===== config.mk =====
export PLATFORM = sky130hd
export DESIGN_NAME = expmul_lanes
export DESIGN_NICKNAME = d
export VERILOG_FILES = /design/src/rtl/expmul_lanes.sv
export SDC_FILE = /design/constraint.sdc
export NUM_CORES = 2
export LEC_CHECK = 0
export CORE_ASPECT_RATIO = 0.7
export CORE_MARGIN = 3
export CORE_UTILIZATION = 50
export CTS_CLUSTER_SIZE = 10
export DETAILED_ROUTE_END_ITERATION = 12
export PLACE_DENSITY = 0.79
export SLEW_MARGIN = 20
export SYNTH_ARGS = -nofsm -noshare
export SYNTH_HDL_FRONTEND = slang
export SYNTH_HIERARCHICAL = 1
export SYNTH_SLANG_ARGS = --single-unit

===== constraint.sdc =====
create_clock -name clk -period 8.9 [get_ports clk]
set_input_delay 1.78 -clock clk [delete_from_list [all_inputs] [get_ports clk]]
set_output_delay 1.78 -clock clk [all_outputs]
set_load 0.05 [all_outputs]

===== src/rtl/expmul_lanes.sv =====
// Lane-serialised exp(a-b)*v rescale stage: base-2 shift-and-linear exp,
// LANES multipliers walked across the vector over VEC_LEN/LANES beats.

module expmul_lane #(
    parameter int ELEM_W = 16,
    parameter int FRAC_W = 8
) (
    input  logic [ELEM_W-1:0] i_elem,
    input  logic [FRAC_W:0]   i_scale,
    output logic [ELEM_W-1:0] o_res
);
    localparam int PW = ELEM_W + FRAC_W + 2;

    logic signed [PW-1:0] w_prod;
    logic                 w_unused_bits;

    // scale <= 2^FRAC_W, so the floored product always fits back into ELEM_W
    assign w_prod = $signed({{(FRAC_W+2){i_elem[ELEM_W-1]}}, i_elem})
                  * $signed({{(ELEM_W+1){1'b0}}, i_scale});
    assign o_res         = w_prod[FRAC_W +: ELEM_W];
    assign w_unused_bits = ^{w_prod[PW-1 -: 2], w_prod[FRAC_W-1:0]};
endmodule

module expmul_lanes #(
    parameter int SCORE_W = 16,
    parameter int ELEM_W  = 16,
    parameter int VEC_LEN = 8,
    parameter int LANES   = 2,
    parameter int FRAC_W  = 8
) (
    input  logic                      clk,
    input  logic                      rst,
    input  logic                      vld_in,
    output logic                      rdy_out,
    input  logic [SCORE_W-1:0]        a_in,
    input  logic [SCORE_W-1:0]        b_in,
    input  logic [VEC_LEN*ELEM_W-1:0] v_in,
    output logic                      vld_out,
    input  logic                      rdy_in,
    output logic [VEC_LEN*ELEM_W-1:0] v_out,
    output logic                      sat_out
);
    localparam int BEATS   = VEC_LEN / LANES;
    localparam int BW      = (BEATS > 1) ? $clog2(BEATS) : 1;
    localparam int DW      = SCORE_W + 1;
    localparam int PW      = DW + FRAC_W + 2;
    localparam int SHW     = $clog2(FRAC_W + 2);
    localparam int LOG2E_Q = $rtoi(1.4426950408889634 * (2.0 ** FRAC_W) + 0.5);

    generate
        if ((VEC_LEN % LANES) != 0) begin : g_bad_cfg
            $error("expmul_lanes: VEC_LEN must be a multiple of LANES");
        end
    endgenerate

    typedef enum logic [1:0] {S_IDLE, S_EXP, S_MUL, S_DONE} state_t;

    state_t                            r_state, w_nxt;
    logic [SCORE_W-1:0]                r_a, r_b;
    logic [VEC_LEN-1:0][ELEM_W-1:0]    r_v, r_vout;
    logic [FRAC_W:0]                   r_scale;
    logic                              r_sat;
    logic [BW-1:0]                     r_beat;

    logic                              w_acc, w_sat, w_last;
    logic signed [DW-1:0]              w_d_raw, w_d;
    logic signed [PW-1:0]              w_dl, w_nip;
    logic [FRAC_W-1:0]                 w_f;
    logic [FRAC_W:0]                   w_scale;
    logic [LANES-1:0][ELEM_W-1:0]      w_res;
    logic [VEC_LEN+LANES-1:0][ELEM_W-1:0] w_vcat;
    logic                              w_unused;

    assign rdy_out = (r_state == S_IDLE) || ((r_state == S_DONE) && rdy_in);
    assign w_acc   = vld_in && rdy_out;
    assign w_last  = (r_beat == BW'(BEATS - 1));
    assign vld_out = (r_state == S_DONE);
    assign v_out   = r_vout;
    assign sat_out = r_sat;

    // d*log2(e) carries 2*FRAC_W fraction bits: integer part above, f just below
    assign w_d_raw = $signed({r_a[SCORE_W-1], r_a}) - $signed({r_b[SCORE_W-1], r_b});
    assign w_sat   = !w_d_raw[DW-1] && (w_d_raw != '0);
    assign w_d     = w_sat ? '0 : w_d_raw;
    assign w_dl    = $signed({{(PW-DW){w_d[DW-1]}}, w_d}) * $signed(PW'(LOG2E_Q));
    assign w_f     = w_dl[2*FRAC_W-1:FRAC_W];
    assign w_nip   = -(w_dl >>> (2*FRAC_W));
    assign w_scale = (w_nip > PW'(FRAC_W)) ? '0 : ({1'b1, w_f} >> w_nip[SHW-1:0]);

    genvar gl;
    generate
        for (gl = 0; gl < LANES; gl++) begin : g_lane
            expmul_lane #(.ELEM_W(ELEM_W), .FRAC_W(FRAC_W)) u_lane (
                .i_elem  (r_v[gl]),
                .i_scale (r_scale),
                .o_res   (w_res[gl])
            );
        end
    endgenerate

    // results enter at the top and slide down, so beat 0 ends at element 0
    assign w_vcat   = {w_res, r_vout};
    assign w_unused = ^{w_dl[FRAC_W-1:0], w_vcat[LANES-1:0]};

    always_comb begin
        w_nxt = r_state;
        case (r_state)
            S_IDLE:  if (w_acc) w_nxt = S_EXP;
            S_EXP:   w_nxt = S_MUL;
            S_MUL:   if (w_last) w_nxt = S_DONE;
            S_DONE:  if (rdy_in) w_nxt = vld_in ? S_EXP : S_IDLE;
            default: w_nxt = S_IDLE;
        endcase
    end

    always_ff @(posedge clk or negedge rst) begin
        if (!rst) r_state <= S_IDLE;
        else      r_state <= w_nxt;
    end

    always_ff @(posedge clk or negedge rst) begin
        if (!rst) begin
            r_a     <= '0;
            r_b     <= '0;
            r_v     <= '0;
            r_vout  <= '0;
            r_scale <= '0;
            r_sat   <= 1'b0;
            r_beat  <= '0;
        end else begin
            if (w_acc) begin
                r_a <= a_in;
                r_b <= b_in;
                r_v <= v_in;
            end
            if (r_state == S_EXP) begin
                r_scale <= w_scale;
                r_sat   <= w_sat;
                r_beat  <= '0;
            end
            if (r_state == S_MUL) begin
                r_v    <= r_v >> (LANES*ELEM_W);
                r_vout <= w_vcat[VEC_LEN+LANES-1:LANES];
                r_beat <= r_beat + 1'b1;
            end
        end
    end
endmodule


# Word level (Yosys, flattened, before mapping)
# Index checks and enable logic that the tools add are counted.
word_totals:
  reg_bits: 302
  inputBits: 164
  output_inout_bits: 131
  word_cells: 58
classes:
  addsub: 3
  mul: 3
  order_cmp: 1
  eq_ne: 7
  shifts: 1
  n_mux: 11
  n_reduce_logical: 10
ops:
  columns: ["op", "n"]
  rows:
  - ["2-to-1 mux 128 bit", 2]
  - ["multiplier 16 x 10 -> 24 bit", 2]
  - ["> comparator 27 x 5 -> 1 bit (second input constant)", 1]
  - ["multiplier 17 x 10 -> 27 bit (second input constant)", 1]
  - ["negation 11 -> 27 bit", 1]
  - ["2-to-1 mux 17 bit", 1]
  - ["nonzero test 17 bit", 1]
  - ["subtractor 16 x 16 -> 17 bit", 1]
  - ["2-to-1 mux 2 bit", 5]
  - ["2-to-1 mux 9 bit", 1]
  - [">> shifter 9 x 4 -> 9 bit", 1]
  - ["case mux 2 bit (4 select lines)", 1]
  - ["== test 2 bit (second input constant)", 3]
  - ["inequality test 2 bit (second input constant)", 2]
  - ["nonzero test 2 bit", 2]
  - ["logical AND 1 bit", 3]
  - ["AND reduction 3 bit", 1]
  - ["adder 2 x 1 -> 2 bit (second input constant)", 1]
  - ["== test 2 x 1 -> 1 bit (second input constant)", 1]
  - ["zero test 2 bit", 1]
  - ["inequality test 2 x 1 -> 1 bit (second input constant)", 1]
  - ["zero test 1 bit", 1]
  - ["logical OR 1 bit", 1]
  - ["2-to-1 mux 1 bit", 1]

# Depth between registers and ports, before layout
logic_depth:
  ltp_word: 8
  depth_mapped: 40
  mapped_depth_nobuf: 39

# Hierarchy
# The synthesis kept the hierarchy.
modules_own_cells:
  columns: ["module", "n_inst", "cells_each", "area_per_inst_um2", "seq_area_each_um2"]
  rows:
  - ["expmul_lanes", 1, 1585, 16714.8, 7557.2]
  - ["expmul_lane at g_lane[1].u_lane", 1, 555, 4879.7, 0.0]
  - ["expmul_lane at g_lane[0].u_lane", 1, 543, 4785.8, 0.0]

# Worst setup path after synthesis
# OpenSTA, ideal clock, no wires.
synth_timing:
  path_type: "register to register"
  startpoint: "register r_b[0]"
  endpoint: "register r_scale[5]"
  setup_time_ps: 104
  t_arrival_ps: 8397
  t_required_ps: 8796
  path_slack_ps: 399
  stages_incl_launch_ff: 35
  path_buffers: 2
  synth_period_minus_slack_ps: 8501
  cell_sequence: "dfrtp_1 > ha_1 > fa_1 > nor2b_1 > o2111ai_1 > a21oi_1 > o31ai_4 > o22ai_2 > clkinv_1 > a21oi_1 > clkbuf_1 > nor2_1 > fa_1 > ha_1 > inv_1 > fa_1 > inv_1 > ha_1 > inv_1 > fa_1 > inv_1 > ha_1 > o211ai_1 > o21ai_0 > a21oi_1 > a21boi_2 > xnor2_4 > inv_2 > buf_4 > ha_1 > xnor2_2 > a211o_1 > a41o_1 > o211ai_4 > o41ai_2"
synth_via:
  elab_chain_len: 8
  word_cells_on_any_way: 10
  cone_classes: "add/sub (2); mul (1); order compare (1); shift (1); mux (2); reduce/logical (3)"
synth_lines:
  columns: ["element", "line_no", "text"]
  rows:
  - ["from (decl)", "59", "logic [SCORE_W-1:0] r_a, r_b;"]
  - ["from (signal assigned)", "133", "r_b <= b_in;"]
  - ["subtractor 16 x 16 -> 17 bit *", "82", "assign w_d_raw = $signed({r_a[SCORE_W-1], r_a}) - $signed({r_b[SCORE_W-1], r_b});"]
  - ["nonzero test 17 bit or zero test 1 bit (tied branches)", "83", "assign w_sat = !w_d_raw[DW-1] && (w_d_raw != '0);"]
  - ["logical AND 1 bit", "83", null]
  - ["2-to-1 mux 17 bit *", "84", "assign w_d = w_sat ? '0 : w_d_raw;"]
  - ["multiplier 17 x 10 -> 27 bit *", "85", "assign w_dl = $signed({{(PW-DW){w_d[DW-1]}}, w_d}) * $signed(PW'(LOG2E_Q));"]
  - ["negation 11 -> 27 bit", "87", "assign w_nip = -(w_dl >>> (2*FRAC_W));"]
  - ["> comparator 27 x 5 -> 1 bit or >> shifter 9 x 4 -> 9 bit (tied branches)", "88", "assign w_scale = (w_nip > PW'(FRAC_W)) ? '0 : ({1'b1, w_f} >> w_nip[SHW-1:0]);"]
  - ["2-to-1 mux 9 bit *", "88", null]
  - ["to (signal assigned)", "137", "r_scale <= w_scale;"]
  - ["to (decl)", "61", "logic [FRAC_W:0] r_scale;"]
# Mark *: on every way between the ends. The rest lies on a longest branch, timed or not.
# A chain may end at the register's enable or synchronous reset.

# Worst setup path after layout
layout_timing:
  startpoint: "register r_a[0]"
  endpoint: "register r_scale[0]"
layout_via:
  elab_chain_len: 8
  word_cells_on_any_way: 10
  cone_classes: "add/sub (2); mul (1); order compare (1); shift (1); mux (2); reduce/logical (3)"
layout_lines:
  columns: ["element", "line_no", "text"]
  rows:
  - ["from (decl)", "59", null]
  - ["from (signal assigned)", "132", "r_a <= a_in;"]
  - ["subtractor 16 x 16 -> 17 bit *", "82", null]
  - ["nonzero test 17 bit or zero test 1 bit (tied branches)", "83", null]
  - ["logical AND 1 bit", "83", null]
  - ["2-to-1 mux 17 bit *", "84", null]
  - ["multiplier 17 x 10 -> 27 bit *", "85", null]
  - ["negation 11 -> 27 bit", "87", null]
  - ["> comparator 27 x 5 -> 1 bit or >> shifter 9 x 4 -> 9 bit (tied branches)", "88", null]
  - ["2-to-1 mux 9 bit *", "88", null]
# Marks and branches as above.

==> flow_summary.html <==
<table>
<tr><th>Metric</th><th>Value</th></tr>
<tr><th colspan="2">Critical path</th></tr>
<tr><td>Critical Path Sink Type</td><td>flop</td></tr>
<tr><td>Setup CP Type</td><td>reg -&gt; reg</td></tr>
<tr><td>Cells on worst reg2reg path</td><td>39</td></tr>
<tr><td>Data required time of the critical path</td><td>9.35 ns</td></tr>
<tr><td>Largest stage delay on the critical path</td><td>between 0.5 and 0.6 ns</td></tr>
<tr><td>CP max FO</td><td>11</td></tr>
<tr><td>Minimum setup slack among reg-to-reg paths</td><td>0.32 ns</td></tr>
<tr><td>Crit path launch</td><td>r_a[0]</td></tr>
<tr><td>Termination of the worst setup path</td><td>r_scale[0]</td></tr>
<tr><td>CP most frequent cell</td><td>inv_1</td></tr>
<tr><td>Type of element launching the critical path</td><td>flop</td></tr>
<tr><td>End of the worst register-to-register path</td><td>r_scale[0]</td></tr>
<tr><td>Arrival @ worst endpoint</td><td>~9.0 ns</td></tr>
<tr><td>Slowest stage cell, crit path</td><td>fa_1</td></tr>
<tr><td>Startpoint of the most critical register-to-register path</td><td>r_a[0]</td></tr>
<tr><th colspan="2">Logic synthesis</th></tr>
<tr><td>Dominant combinational cell family by area after synthesis</td><td>adder cells</td></tr>
<tr><td>Number of synthesized flops with an enable pin</td><td>0</td></tr>
<tr><td>Simple-gate share of the synthesized area</td><td>13.1%</td></tr>
<tr><td>Fraction of synthesized cell area in xor and xnor cells</td><td>2.54%</td></tr>
<tr><td>Post-Syn Area per Cell</td><td>9.83 µm²</td></tr>
<tr><td>Adder-cell share of the synthesized area</td><td>29.4%</td></tr>
<tr><td>Gate count of the mapped netlist</td><td>2,683</td></tr>
<tr><td>Main synth FF type</td><td>dfrtp_1</td></tr>
<tr><td>Compound-Gate Fraction of Synth Area</td><td>9.89%</td></tr>
<tr><td>Distinct cell type count after synthesis</td><td>94</td></tr>
<tr><td>Share of flip-flops with an asynchronous set or reset</td><td>100%</td></tr>
<tr><td>Part of the Yosys area used for sequential elements</td><td>28.6%</td></tr>
<tr><td>Mux contribution to synthesized area</td><td>9.48%</td></tr>
<tr><td>Yosys Warn Count</td><td>6</td></tr>
<tr><td>Flop and latch count out of synthesis</td><td>between 300 and 400</td></tr>
<tr><td>Net Count, Synth</td><td>3,303</td></tr>
<tr><td>Cell Area, Synth</td><td>approximately 26,000 µm²</td></tr>
<tr><th colspan="2">Drt</th></tr>
<tr><td>Total wire length after detailed routing</td><td>71,700 µm</td></tr>
<tr><td>Mean routed wirelength per cell</td><td>19.7 µm</td></tr>
<tr><td>ANT nets after route</td><td>0</td></tr>
<tr><td>TritonRoute pass-1 iters</td><td>6</td></tr>
<tr><td>DRT iter0 DRCs</td><td>approximately 1.6k</td></tr>
<tr><td>Number of DRC violations after detailed routing</td><td>0</td></tr>
<tr><td>Vias post-DR</td><td>20.3k</td></tr>
<tr><td>Number of vias per cell after detailed routing</td><td>5.57</td></tr>
<tr><th colspan="2">Timing</th></tr>
<tr><td>Post-Route Skew</td><td>0.0116 ns</td></tr>
<tr><td>Post-route setup slack</td><td>0.320 ns</td></tr>
<tr><td>Slew @ Worst Pin</td><td>1.08 ns</td></tr>
<tr><td>Fraction of the cycle the final worst path needs</td><td>a little over nine tenths</td></tr>
<tr><td>Final setup TNS</td><td>0 ns</td></tr>
<tr><td>Final Max Slew Viols</td><td>0</td></tr>
<tr><td>Hold violation count in the final report</td><td>0</td></tr>
<tr><td>Slew Limit Headroom</td><td>between 20% and 30%</td></tr>
<tr><td>Minimum clock period after layout</td><td>~8.6 ns</td></tr>
<tr><td>Total setup violations reported at the end of the flow</td><td>0</td></tr>
<tr><td>Highest clock frequency the design can meet</td><td>roughly 0.12 GHz</td></tr>
<tr><th colspan="2">Finish</th></tr>
<tr><td>Most used cells in the layout excluding fill and tap cells</td><td>nand2_1 (416), inv_1 (368), dfrtp_1 (302)</td></tr>
<tr><td>Share of cells above drive strength 1</td><td>10.6%</td></tr>
<tr><td>Final layout net count</td><td>3,576</td></tr>
<tr><td>Area growth from synthesis to layout</td><td>19.3%</td></tr>
<tr><td>Most common cell after layout, fill and taps aside</td><td>nand2_1</td></tr>
<tr><td>Post-route cell area</td><td>31,500 µm²</td></tr>
<tr><th colspan="2">Global routing</th></tr>
<tr><td>Largest net degree at the start of global routing</td><td>between 150 and 200</td></tr>
<tr><td>Global-route congestion overflow total</td><td>0</td></tr>
<tr><td>Number of antenna violations at the first check in global routing</td><td>8</td></tr>
<tr><td>Vias in the first global route</td><td>21.3k</td></tr>
<tr><td>Total GRT Usage</td><td>about a quarter</td></tr>
<tr><td>Wire length of the first global-routing pass</td><td>115,000 µm</td></tr>
<tr><th colspan="2">Clock tree</th></tr>
<tr><td>Clock-pin slew on the worst setup and hold paths</td><td>0.06 ns</td></tr>
<tr><td>Maximum level of the CTS H-tree</td><td>2</td></tr>
<tr><td>Cts-stage hold buffer count</td><td>0</td></tr>
<tr><td>Clk root buf</td><td>clkbuf_16</td></tr>
<tr><td>Number of clock sinks</td><td>302</td></tr>
<tr><td>CTS Buffer Depth</td><td>3</td></tr>
<tr><td>Clock tree from TritonCTS</td><td>built</td></tr>
<tr><td>Number of buffers created by CTS</td><td>38</td></tr>
<tr><td>Clock network latency to the later pin of the worst-skew pair</td><td>0.55 ns</td></tr>
<tr><th colspan="2">Placement</th></tr>
<tr><td>Dpl cell area</td><td>approximately 30,000 µm²</td></tr>
<tr><td>Port-buffer cells</td><td>294</td></tr>
<tr><td>Final Wtd Congestion</td><td>0.926</td></tr>
<tr><td>DP Worst Slack</td><td>approximately 0.11 ns</td></tr>
<tr><td>Post-DP HPWL</td><td>55,000 µm</td></tr>
<tr><th colspan="2">Floorplan</th></tr>
<tr><td>Core area</td><td>51,500 µm²</td></tr>
<tr><td>Die Area</td><td>between 50,000 and 60,000 µm²</td></tr>
<tr><td>Starting density of the core</td><td>about 51%</td></tr>
<tr><td>Die outline width</td><td>281 µm</td></tr>
<tr><td>Number of top-level pins</td><td>295</td></tr>
<tr><td>Die Ht</td><td>198 µm</td></tr>
<tr><td>FP Rows</td><td>69</td></tr>
<tr><th colspan="2">Hold path</th></tr>
<tr><td>Worst hold path class</td><td>reg -&gt; reg</td></tr>
<tr><th colspan="2">Flow run</th></tr>
<tr><td>Max Cap Viol</td><td>0</td></tr>
<tr><th colspan="2">Outcome</th></tr>
<tr><td>Run status</td><td>completed</td></tr>
</table>
-- metrics by stage --
stage | utilization, % | hold slack (ns) | instances
2_1_floorplan | - | 0.449 | 2683
3_3_place_gp | 58.4 | 0.460 | 3578
3_5_place_dp | 58.4 | 0.468 | 3578
4_1_cts | 60.5 | 0.477 | 3631
5_1_grt | 61.1 | 0.505 | 3643
6_report | 61.1 | 0.479 | 3644
-- Yosys cell counts (4+ instances only) --
master       n  area [µm²]
a21o_1      21         158
nand4_1      9        56.3
dfrtp_1    302        7560
or2_2        7        43.8
clkbuf_1    97         364
a31oi_1      9        56.3
ha_1       182        2280
xnor2_1     51         447
mux2i_1     98         981
buf_1        9        33.8
fa_1       274        5490
nand2_1    417        1570
mux2_2     131        1480
nor2_1      60         225
or3_1        8        50.1
and2_1     155         970
inv_1      368        1380
nand3_1     18        90.1
o21bai_1    10        75.1
xor2_1      18         158
nor2b_1      8        50.1
o21ai_0    155         776
nor4_1       4        25.0
a21oi_2      4        35.0
a211oi_1    13        97.6
nor3_1      15        75.1
a2111oi_0    6        52.6
o2111ai_1    5        43.8
a22oi_1      4        30.0
o32ai_1      6        52.6
and3_1      12        75.1
a21oi_1     89         445
o211ai_1    10        75.1
nand2b_1     5        31.3
o221ai_1     4        35.0
o21a_1      13        97.6
-- kinds of logic after synthesis --
logic type                 Yosys count
and+or+nand+nor                    739
muxes                              231
DFF                                302
adders and majority gates          456
AOI/OAI and AO/OA                  402
xor gates and xnor gates            72
buffers and inverters              481
-- how the worst min path moves through the flow --
stage                     cells after the start      end  slack, ns  startpoint
final                                         2  r_v[81]       0.48    r_v[113]
after global routing                          2  r_v[74]       0.51    r_v[106]
after CTS                                     2  r_v[12]       0.48     r_v[44]
after detailed placement                      2  r_v[12]       0.47     r_v[44]
after global placement                        2  r_v[85]       0.46    r_v[117]
after floorplan                               2  r_v[22]       0.45     r_v[54]
-- per-layer routing --
layer | track usage (%) | vias up | part of all wire, %
li1 | - | 9308 | -
met1 | 35.7 | 10000 | 43
met2 | 40.7 | 822 | 45
met3 | 6.69 | 139 | 8.6
met4 | 7.44 | 12 | 2.6
met5 | 0 | - | 0.11
-- final cells by class --
class / instances / area, µm²
clock buffers: 46 / 1020
repair buffers: 342 / 3320
flip-flops and latches: 302 / 7560
diodes: 1 / 2.50
inverters: 370 / 1390
multi-input cells: 1902 / 17300
clock inverters: 7 / 62.6
fillers: 4202 / 20000
well taps: 674 / 843
-- critical path: cells and delay by family, from the launching register on --
family,cells,cell delay [ns]
AOI/OAI and AO/OA,11,2.10
xor gates and xnor gates,2,0.36
adders and majority gates,9,3.30
buffers and inverters,10,1.07
DFF,1,0.32
muxes,1,0.24
and+or+nand+nor,6,1.10
-- flip-flops by register name (all words and copies together) (netlist names) --
name,cells
r_a,16
r_beat,2
r_b,16
v_out,128
sat_out,1
r_v,128
r_state,2
r_scale,9
-- what timing repair did --
item,CTS,global route
setup endpoints to repair,0,9
gates resized for setup,0,57
buffers inserted,0,9
Power is left out: the tool's default activity adds up to more than one toggle a clock period on the data nets, which glitch-free logic cannot reach.
